`src/rtl/fxp8s_array_arbiter_pkg.sv`:
```
// Shared types and constants for the two-requester FXP8S PE-array arbiter.
package fxp8s_array_arbiter_pkg;
   localparam int NUM_REQ     = 2;
   localparam int FXP8S_W     = 8;
   localparam int BEATS_3X3   = 9;
   localparam int CNT_W       = 4;
   localparam int FLUSH_CNT_W = 3;

   typedef enum logic [1:0] {
      ST_IDLE  = 2'd0,
      ST_LOAD  = 2'd1,
      ST_DRAIN = 2'd2,
      ST_FLUSH = 2'd3
   } state_t;
endpackage

```
`src/rtl/fxp8s_array_arbiter_if.sv`:
```
// Requester-side and PE-array-side streams; master is the arbiter view, slave the environment view.
interface fxp8s_array_arbiter_if;
   import fxp8s_array_arbiter_pkg::*;

   logic [NUM_REQ-1:0]         req_en_in_data;
   logic [NUM_REQ-1:0]         req_rdy_in_data;
   logic [NUM_REQ-1:0]         req_in_mat;
   logic [NUM_REQ-1:0]         req_in_new_row;
   logic [NUM_REQ-1:0]         req_in_mat_done;
   logic [NUM_REQ*FXP8S_W-1:0] req_in_data;
   logic [NUM_REQ-1:0]         req_en_out_data;
   logic [NUM_REQ-1:0]         req_rdy_out_data;
   logic [FXP8S_W-1:0]         req_out_data;

   logic                       arr_rstn;
   logic                       arr_en_in_data;
   logic                       arr_in_mat;
   logic                       arr_in_new_row;
   logic                       arr_in_mat_done;
   logic [FXP8S_W-1:0]         arr_in_data;
   logic                       arr_rdy_in_data;
   logic                       arr_en_out_data;
   logic [FXP8S_W-1:0]         arr_out_data;
   logic                       arr_rdy_out_data;

   modport master (
      input  req_en_in_data, req_in_mat, req_in_new_row, req_in_mat_done, req_in_data,
      input  req_rdy_out_data, arr_rdy_in_data, arr_en_out_data, arr_out_data,
      output req_rdy_in_data, req_en_out_data, req_out_data,
      output arr_rstn, arr_en_in_data, arr_in_mat, arr_in_new_row, arr_in_mat_done,
      output arr_in_data, arr_rdy_out_data
   );

   modport slave (
      output req_en_in_data, req_in_mat, req_in_new_row, req_in_mat_done, req_in_data,
      output req_rdy_out_data, arr_rdy_in_data, arr_en_out_data, arr_out_data,
      input  req_rdy_in_data, req_en_out_data, req_out_data,
      input  arr_rstn, arr_en_in_data, arr_in_mat, arr_in_new_row, arr_in_mat_done,
      input  arr_in_data, arr_rdy_out_data
   );
endinterface

```
`src/rtl/fxp8s_array_arbiter_rr_arb2.sv`:
```
// Two-way round-robin picker: the pointer names the favoured requester and
// moves to the other one whenever a job completes.
module fxp8s_rr_arb2 (
   input  logic       clk,
   input  logic       rst,
   input  logic [1:0] req,
   input  logic       upd,
   input  logic       owner,
   output logic [1:0] pick
);
   logic ptr;
   logic alt;

   assign alt = ~ptr;

   always_ff @(posedge clk) begin
      if (rst)
         ptr <= 1'b0;
      else if (upd)
         ptr <= ~owner;
   end

   always_comb begin
      pick = 2'b00;
      if (req[ptr])
         pick[ptr] = 1'b1;
      else if (req[alt])
         pick[alt] = 1'b1;
   end
endmodule

```
`src/rtl/fxp8s_array_arbiter.sv`:
```
// Lends one PE array to two requesters: load the operand stream, drain OUT_BEATS
// results back to the owner, then hold the array in reset for FLUSH_CYCLES.
module fxp8s_array_arbiter
   import fxp8s_array_arbiter_pkg::*;
#(
   parameter int OUT_BEATS    = BEATS_3X3,
   parameter int FLUSH_CYCLES = 2
) (
   input  logic                 clk,
   input  logic                 rst,
   fxp8s_array_arbiter_if.master bus,
   output logic [NUM_REQ-1:0]   grant,
   output logic [NUM_REQ-1:0]   job_done
);
   state_t                 state;
   state_t                 state_nxt;
   logic [CNT_W-1:0]       beat_cnt;
   logic [FLUSH_CNT_W-1:0] flush_cnt;
   logic [NUM_REQ-1:0]     pick;
   logic                   gidx;
   logic                   out_fire;
   logic                   last_beat;
   logic                   flush_end;
   logic                   any_req;

   assign gidx      = grant[1];
   assign any_req   = |bus.req_en_in_data;
   assign out_fire  = (state == ST_DRAIN) && bus.arr_en_out_data && bus.req_rdy_out_data[gidx];
   assign last_beat = out_fire && (beat_cnt == CNT_W'(OUT_BEATS - 1));
   assign flush_end = (state == ST_FLUSH) && (flush_cnt == FLUSH_CNT_W'(FLUSH_CYCLES - 1));

   fxp8s_rr_arb2 u_rr (
      .clk   (clk),
      .rst   (rst),
      .req   (bus.req_en_in_data),
      .upd   (last_beat),
      .owner (gidx),
      .pick  (pick)
   );

   always_ff @(posedge clk) begin
      if (rst)
         state <= ST_IDLE;
      else
         state <= state_nxt;
   end

   always_comb begin
      state_nxt = state;
      case (state)
         ST_IDLE:  if (any_req)              state_nxt = ST_LOAD;
         ST_LOAD:  if (bus.arr_en_out_data)  state_nxt = ST_DRAIN;
         ST_DRAIN: if (last_beat)            state_nxt = ST_FLUSH;
         ST_FLUSH: if (flush_end)            state_nxt = ST_IDLE;
         default:                            state_nxt = ST_IDLE;
      endcase
   end

   always_ff @(posedge clk) begin
      if (rst) begin
         grant     <= '0;
         job_done  <= '0;
         beat_cnt  <= '0;
         flush_cnt <= '0;
      end else begin
         job_done <= last_beat ? grant : '0;
         if (state == ST_IDLE && any_req)
            grant <= pick;
         else if (flush_end)
            grant <= '0;
         if (state == ST_LOAD && bus.arr_en_out_data)
            beat_cnt <= '0;
         else if (out_fire)
            beat_cnt <= beat_cnt + CNT_W'(1);
         flush_cnt <= (state == ST_FLUSH) ? flush_cnt + FLUSH_CNT_W'(1) : '0;
      end
   end

   always_comb begin
      bus.req_rdy_in_data  = '0;
      bus.req_en_out_data  = '0;
      bus.req_out_data     = bus.arr_out_data;
      bus.arr_en_in_data   = 1'b0;
      bus.arr_in_mat       = 1'b0;
      bus.arr_in_new_row   = 1'b0;
      bus.arr_in_mat_done  = 1'b0;
      bus.arr_in_data      = '0;
      bus.arr_rdy_out_data = 1'b0;
      bus.arr_rstn         = !rst && (state != ST_FLUSH);
      case (state)
         ST_LOAD: begin
            // Once the array starts answering, the operand stream is closed off.
            if (!bus.arr_en_out_data) begin
               bus.arr_en_in_data        = bus.req_en_in_data[gidx];
               bus.arr_in_mat            = bus.req_in_mat[gidx];
               bus.arr_in_new_row        = bus.req_in_new_row[gidx];
               bus.arr_in_mat_done       = bus.req_in_mat_done[gidx];
               bus.arr_in_data           = bus.req_in_data[gidx*FXP8S_W +: FXP8S_W];
               bus.req_rdy_in_data[gidx] = bus.arr_rdy_in_data;
            end
         end
         ST_DRAIN: begin
            bus.req_en_out_data[gidx] = bus.arr_en_out_data;
            bus.arr_rdy_out_data      = bus.req_rdy_out_data[gidx];
         end
         default: ;
      endcase
   end
endmodule

```
`src/flat_wrapper.sv`:
```
// flat-port wrapper written by rule: the top's interface ports become plain ports
module fxp8s_array_arbiter_flat import fxp8s_array_arbiter_pkg::*;
#(
   parameter int OUT_BEATS    = BEATS_3X3,
   parameter int FLUSH_CYCLES = 2
)
  (clk, rst, grant, job_done, bus_req_en_in_data, bus_req_in_mat, bus_req_in_new_row, bus_req_in_mat_done, bus_req_in_data, bus_req_rdy_out_data, bus_arr_rdy_in_data, bus_arr_en_out_data, bus_arr_out_data, bus_req_rdy_in_data, bus_req_en_out_data, bus_req_out_data, bus_arr_rstn, bus_arr_en_in_data, bus_arr_in_mat, bus_arr_in_new_row, bus_arr_in_mat_done, bus_arr_in_data, bus_arr_rdy_out_data);
  fxp8s_array_arbiter_if bus_i ();
  input  logic clk;
  input  logic rst;
  output logic [NUM_REQ-1:0] grant;
  output logic [NUM_REQ-1:0] job_done;
  input wire logic [$bits(bus_i.req_en_in_data)-1:0] bus_req_en_in_data;
  input wire logic [$bits(bus_i.req_in_mat)-1:0] bus_req_in_mat;
  input wire logic [$bits(bus_i.req_in_new_row)-1:0] bus_req_in_new_row;
  input wire logic [$bits(bus_i.req_in_mat_done)-1:0] bus_req_in_mat_done;
  input wire logic [$bits(bus_i.req_in_data)-1:0] bus_req_in_data;
  input wire logic [$bits(bus_i.req_rdy_out_data)-1:0] bus_req_rdy_out_data;
  input wire logic [$bits(bus_i.arr_rdy_in_data)-1:0] bus_arr_rdy_in_data;
  input wire logic [$bits(bus_i.arr_en_out_data)-1:0] bus_arr_en_out_data;
  input wire logic [$bits(bus_i.arr_out_data)-1:0] bus_arr_out_data;
  output wire logic [$bits(bus_i.req_rdy_in_data)-1:0] bus_req_rdy_in_data;
  output wire logic [$bits(bus_i.req_en_out_data)-1:0] bus_req_en_out_data;
  output wire logic [$bits(bus_i.req_out_data)-1:0] bus_req_out_data;
  output wire logic [$bits(bus_i.arr_rstn)-1:0] bus_arr_rstn;
  output wire logic [$bits(bus_i.arr_en_in_data)-1:0] bus_arr_en_in_data;
  output wire logic [$bits(bus_i.arr_in_mat)-1:0] bus_arr_in_mat;
  output wire logic [$bits(bus_i.arr_in_new_row)-1:0] bus_arr_in_new_row;
  output wire logic [$bits(bus_i.arr_in_mat_done)-1:0] bus_arr_in_mat_done;
  output wire logic [$bits(bus_i.arr_in_data)-1:0] bus_arr_in_data;
  output wire logic [$bits(bus_i.arr_rdy_out_data)-1:0] bus_arr_rdy_out_data;
  assign bus_i.req_en_in_data = bus_req_en_in_data;
  assign bus_i.req_in_mat = bus_req_in_mat;
  assign bus_i.req_in_new_row = bus_req_in_new_row;
  assign bus_i.req_in_mat_done = bus_req_in_mat_done;
  assign bus_i.req_in_data = bus_req_in_data;
  assign bus_i.req_rdy_out_data = bus_req_rdy_out_data;
  assign bus_i.arr_rdy_in_data = bus_arr_rdy_in_data;
  assign bus_i.arr_en_out_data = bus_arr_en_out_data;
  assign bus_i.arr_out_data = bus_arr_out_data;
  assign bus_req_rdy_in_data = bus_i.req_rdy_in_data;
  assign bus_req_en_out_data = bus_i.req_en_out_data;
  assign bus_req_out_data = bus_i.req_out_data;
  assign bus_arr_rstn = bus_i.arr_rstn;
  assign bus_arr_en_in_data = bus_i.arr_en_in_data;
  assign bus_arr_in_mat = bus_i.arr_in_mat;
  assign bus_arr_in_new_row = bus_i.arr_in_new_row;
  assign bus_arr_in_mat_done = bus_i.arr_in_mat_done;
  assign bus_arr_in_data = bus_i.arr_in_data;
  assign bus_arr_rdy_out_data = bus_i.arr_rdy_out_data;
  fxp8s_array_arbiter #(.OUT_BEATS(OUT_BEATS), .FLUSH_CYCLES(FLUSH_CYCLES)) u_core (.clk(clk), .rst(rst), .bus(bus_i), .grant(grant), .job_done(job_done));
endmodule
```
`config.mk`:
```
export PLATFORM = sky130hd
export DESIGN_NAME = fxp8s_array_arbiter_flat
export DESIGN_NICKNAME = d
export VERILOG_FILES = /design/src/rtl/fxp8s_array_arbiter_pkg.sv /design/src/rtl/fxp8s_array_arbiter_if.sv /design/src/rtl/fxp8s_array_arbiter_rr_arb2.sv /design/src/rtl/fxp8s_array_arbiter.sv /design/src/flat_wrapper.sv
export SDC_FILE = /design/constraint.sdc
export NUM_CORES = 1
export LEC_CHECK = 0
export BUFFER_PORTS_ARGS = -buffer_cell sky130_fd_sc_hd__buf_2
export CAP_MARGIN = 25
export CORE_ASPECT_RATIO = 1.2
export CORE_MARGIN = 2
export CORE_UTILIZATION = 39
export CTS_BUF_LIST = sky130_fd_sc_hd__clkbuf_4
export CTS_CLUSTER_DIAMETER = 30
export CTS_CLUSTER_SIZE = 8
export DETAILED_ROUTE_END_ITERATION = 8
export PLACE_DENSITY = 0.78
export SLEW_MARGIN = 20
export SYNTH_ARGS = -nofsm -noshare
export SYNTH_HDL_FRONTEND = slang
export SYNTH_SLANG_ARGS = --single-unit
```
`constraint.sdc`:
```
create_clock -name clk -period 1.32 [get_ports clk]
set_input_delay 0.33 -clock clk [delete_from_list [all_inputs] [get_ports clk]]
set_output_delay 0.33 -clock clk [all_outputs]
set_load 0.02 [all_outputs]
```
Word-level counts from Yosys, hierarchy flattened

Cells that the tools add are included.

Register bits: 14
Bits of input ports: 38
Output and inout bits: 30
Word-level logic and storage cells: 91

Add/subtract/negate cells: 2
Magnitude comparators: 6
Eq/ne operators: 10
Shift operators: 1
Multiplexer cells: 42
Bitwise gates (word level): 6
Reductions and logical operators: 18

Operators with widths:

| cell                                                                     | number |
|---|---|
| 1-bit 2-to-1 mux                                                         | 26 |
| 2-bit 2-to-1 mux                                                         | 10 |
| 8-bit 2-to-1 mux                                                         | 2 |
| 16-bit by 5-bit variable part select with 8-bit output                   | 1 |
| 1-bit logical AND                                                        | 10 |
| 2-bit case mux with 4 select lines                                       | 1 |
| 2-bit OR reduction                                                       | 4 |
| 1-bit by 2-bit < comparator with 1-bit output (second input constant)    | 3 |
| 2-bit by 1-bit inequality test with 1-bit output (second input constant) | 3 |
| 4-bit by 1-bit adder with 4-bit output (second input constant)           | 1 |
| 2-bit bitwise AND                                                        | 2 |
| 2-bit == test (second input constant)                                    | 2 |
| 4-bit == test (second input constant)                                    | 1 |
| 2-bit inequality test (second input constant)                            | 2 |
| 1-bit NOT                                                                | 4 |
| 4-bit AND reduction                                                      | 1 |
| 3-bit by 1-bit adder with 3-bit output (second input constant)           | 1 |
| 1-bit demux with 1-bit select                                            | 3 |
| 3-bit by 1-bit == test with 1-bit output (second input constant)         | 1 |
| 1-bit >= comparator (second input constant)                              | 3 |
| 2-bit by 1-bit == test with 1-bit output (second input constant)         | 1 |
| 2-bit zero test                                                          | 1 |
| 2-bit nonzero test                                                       | 1 |
| 1-bit zero test                                                          | 1 |

Logic depth before layout (Yosys ltp)

Depth in word-level cells: 8
Mapped depth: 6

Hierarchy

A second synthesis with hierarchy kept.

Cell total of the unflattened synthesis: 121
Area, all modules: 1018.5 um2

By module, submodules not included:

| module              | times used | cells each | area each (um2) |
|---|---|---|---|
| fxp8s_array_arbiter | 1          | 115        | 963.4 |
| fxp8s_rr_arb2       | 1          | 6          | 55.1 |

Least setup slack after synthesis

No wires, ideal clock.

Path kind: register to output
From: reg u_core.state[1]
To: out bus_arr_in_data[0]
Data arrival time: 1.169 ns
Required time: 0.990 ns
Setup slack: -0.179 ns
Cell stages (with the launch flop): 6
Buffers on the path: 1
Cells stage by stage: dfxtp_1 > inv_1 > ha_1 > nand2_1 > clkbuf_1 > nor2_1

Word-level cells in the longest chain between the ends: 2

RTL lines:

| element                                  | line                      | source |
|---|---|---|
| from (decl)                              | fxp8s_array_arbiter.sv:15 | `state_t state;` |
| from (signal assigned)                   | fxp8s_array_arbiter.sv:45 | `state <= state_nxt;` |
| 2-bit by 1-bit == test with 1-bit output | fxp8s_array_arbiter.sv:90 | `case (state)` |
| 8-bit 2-to-1 mux                         | fxp8s_array_arbiter.sv:90 |  |
| to (decl)                                | flat_wrapper.sv:30        | `output wire logic [$bits(bus_i.arr_in_data)-1:0] bus_arr_in_data;` |

No other way between the ends.

Worst setup path after layout

From: reg u_core.grant[1]
To: out bus_arr_in_data[5]

Word-level cells in the longest chain between the ends: 3

RTL lines:

| element                                                | line                      | source |
|---|---|---|
| from (decl)                                            | fxp8s_array_arbiter.sv:12 | `output logic [NUM_REQ-1:0] grant,` |
| from (signal assigned)                                 | fxp8s_array_arbiter.sv:68 | `grant <= pick;` |
| 16-bit by 5-bit variable part select with 8-bit output | fxp8s_array_arbiter.sv:98 | `bus.arr_in_data = bus.req_in_data[gidx*FXP8S_W +: FXP8S_W];` |
| 8-bit 2-to-1 mux                                       | fxp8s_array_arbiter.sv:93 | `if (!bus.arr_en_out_data) begin` |
| 8-bit 2-to-1 mux                                       | fxp8s_array_arbiter.sv:90 |  |

No other way between the ends.

==> impl_metrics.yaml <==
logic_synthesis:
  synth_largest_area_cell: "dfxtp_1"
  syn_area_per_cell_um2: 8.57
  synth_top_area_share_pct: 27.0
  yosys-top-cells-area: "dfxtp_1, mux2i_1, ha_1"
  synth_nets: 168
  ys_seq_area_share_pct: 27.0
  yosysUniqueCellTypes: 30
  netlist_area_um2: 1040
  synth-seq-cells: 14
  yosysWarnings: 0
  synth_cells: 121
cells_and_area:
  drive_above_1_share_pct: 73.9
  fin_nets: 251
  fillers: 110
  design_area_um2: 2250
  multiInputGateArea_um2: 1040
  seqCellArea_um2: 289
  num_antenna_cells: 0
  final_cell_count_no_fill: 236
  final_util_pct: 89.2
  area_delta_synth_final_pct: 117
setup_path:
  path_cells: "buf_12 -> buf_12 -> mux2i_4 -> nor2_4 -> buf_6"
  cpMaxStageDelayCell: "dfxtp_4"
  reg2reg_from: "u_core.grant[1]$_SDFFE_PP0P_"
  end_kind: "primary output"
  critPathLaunchType: "flop"
  arrival_ps: 1480
  cp-startpoint: "u_core.grant[1]$_SDFFE_PP0P_"
  crit_type: "flop to primary output"
  regToRegSetupSlack_ps: -340
  path_buf_inv: 3
  reg2reg_depth: 8
  r2r-end: "u_core.u_rr.ptr$_SDFFE_PP0P_"
  crit_fanout: 6
  crit_family: "flip-flops"
  max_stage_delay_ps: 390
  worstPathRequired_ps: 990
  crit_path_frequent_cell: "buf_12"
detailed_routing:
  first_pass_iters: 6
  dr_total_vias: 1243
  ant_nets: 0
  drc: 0
  drt_iter0_drc: 64
  wl_mm: 4.92
  avgViaCountPerCell: 5.27
  wl_per_cell_um: 20.8
placement:
  dp.cells: 212
  hpwl_mm: 2.36
  dpl_cell_area_um2: 1580
  place.gp.congestion: 0.751
  place_ws_ps: -156
  io_buffers: 51
floorplan:
  start_util_pct: 41.0
  io_pins: 68
  die_x_um: 51.1
  dieHeight_um: 60.5
  coreArea_um2: 2530
  placementRows: 20
  dieArea_um2: 3090
clocking:
  clk_pin_slew_worst_paths_ps: 110
  numCtsBuffers: 3
  cts_hold_buf: 0
  cts.path.max_buffers: 2
  htree_num_levels: 1
  cts_root_buffer: "clkbuf_4"
  clk_latency_ps: 320
  cts_tree: "yes"
  cts_sinks: 14
sta:
  max_freq_mhz: 554
  fin_crit_sh_pct: 137
  whs_ps: 339
  timing.final.crit_period_ps: 1810
  rsz0062_at_grt: "true"
  tightestPinTransition_ps: 331
  drv_slew: 0
  slew_headroom_pct: 77.9
  worst_slack_ps: -487
  fin_setup_tns_ps: -9900
  finalClockSkew_ps: 17.2
  report.final.setup_viol: 29
  hold_viol_final: 0
outcome:
  violations: "negative setup slack"
  run_status: "finished with violations"
global_route:
  grt-ovfl-total: 0
  grt_pass1_wl_mm: 6.15
  grt_usage_pct: 28.1
  grt_pass1_vias: 1321
  antenna_found_initial: 0
  grt_max_degree: 10
power_and_ir_drop:
  peakVddDrop_v: 0.00119
  p_leak_nw: 0.925
  powerDensity_nw_per_um2: 1390
  finalPower_mw: 3.13
hold_path:
  holdPathEnd: "u_core.grant[1]$_SDFFE_PP0P_"
  hp-start: "bus_req_en_in_data[1]"
  hold_depth: 3
  hp-class: "primary input to flop"
flow_run:
  drv_cap: 0
## cell type report
type                    instances  area share, %
clock buffers                   3          0.999
clock inverters                 1          0.167
inverters                       7           1.44
multi-input cells              87           46.3
flip-flops and latches         14           12.8
well taps                      33           1.83
repair buffers                 91           36.5
## worst reg2reg max path, stage by stage (launching register included)
cell      delay [ps]
dfxtp_4          380
buf_12           130
buf_8            120
mux2i_4          200
buf_6            140
buf_8            130
nor3_4           170
nor2_1            60
a211oi_1         240
## state kept, by name, summed over array words and instances, names as in the netlist
register          cells
u_core.grant          2
u_core.u_rr.ptr       1
u_core.beat_cnt       4
u_core.flush_cnt      3
u_core.job_done       2
u_core.state          2
## cells in the mapped netlist (all sizes together)
library cell,n
nand2,6
nand3b,2
mux2i,13
nor3b,2
ha,9
inv,7
a221oi,1
and3,2
o31ai,1
or3,1
a21o,2
o21ai,1
dfxtp,14
nand3,2
clkbuf,2
xnor2,4
a31oi,1
a211oi,3
nor2b,2
nand2b,2
a21oi,4
nor2,26
nor3,3
buf,11
## cells in the final DEF, fill, tap and decap left out, drive strengths merged
cell | netlist | layout
buf | 11 | 91
a211oi | 3 | 3
ha | 9 | 9
clkbuf | 2 | 3
clkinvlp | 0 | 1
dfxtp | 14 | 14
nor3b | 2 | 2
mux2i | 13 | 13
nor2 | 26 | 26
nand3 | 2 | 2
a21o | 2 | 2
nor2b | 2 | 2
nand3b | 2 | 2
inv | 7 | 6
a31oi | 1 | 1
a21oi | 4 | 4
o21ai | 1 | 1
a221oi | 1 | 1
or3 | 1 | 1
and3 | 2 | 2
nand2b | 2 | 2
o31ai | 1 | 1
clkinv | 0 | 1
xnor2 | 4 | 4
nand2 | 6 | 6
nor3 | 3 | 3
## worst max-delay path by stage
| stage | to | cells after the start |
|---|---|---|
| after floorplan | bus_arr_in_data[0] | 4 |
| final | bus_arr_in_data[5] | 5 |
| after global placement | u_core.state[0]$_SDFFE_PP0P_ | 5 |
| after detailed placement | u_core.state[0]$_SDFFE_PP0P_ | 5 |
| after CTS | bus_arr_in_data[5] | 5 |
| after global routing | bus_arr_in_data[3] | 5 |
## layer usage
metal | global-route usage (%) | vias up | part of all wire [%]
met5 | 0 | - | 0
met4 | 24.3 | 0 | 5.8
met3 | 5.67 | 21 | 6.5
met2 | 55.3 | 70 | 55
met1 | 23.6 | 587 | 33
li1 | - | 565 | -
## repair_timing
| item | CTS | global route |
|---|---|---|
| pin swaps | 29 | 22 |
| setup endpoints to repair | 29 | 30 |
| resized for setup | 73 | 30 |
| hold endpoints to repair | 0 | 0 |
| cloned | 2 | 0 |
| buffers inserted | 11 | 12 |
## where the power goes
part / switching [mW] / internal [mW] / leakage (nW) / total, mW
Combinational: 1.04 / 1.25 / 0.794 / 2.29
Sequential: 0.0582 / 0.482 / 0.115 / 0.540
Clock: 0.187 / 0.111 / 0.0154 / 0.298
Total: 1.29 / 1.85 / 0.925 / 3.13
## kinds of logic (layout without fill, tap and decap cells)
kind of cell / Yosys count / in the layout / synth area share [%]
simple gates: 48 / 48 / 21.6
buf+inv: 20 / 102 / 11.3
flops: 14 / 14 / 27.0
compound gates: 13 / 13 / 12.1
mux: 13 / 13 / 13.8
fa+ha+maj: 9 / 9 / 10.9
xor+xnor: 4 / 4 / 3.38
No activity file was read; power rests on OpenSTA's default activity.
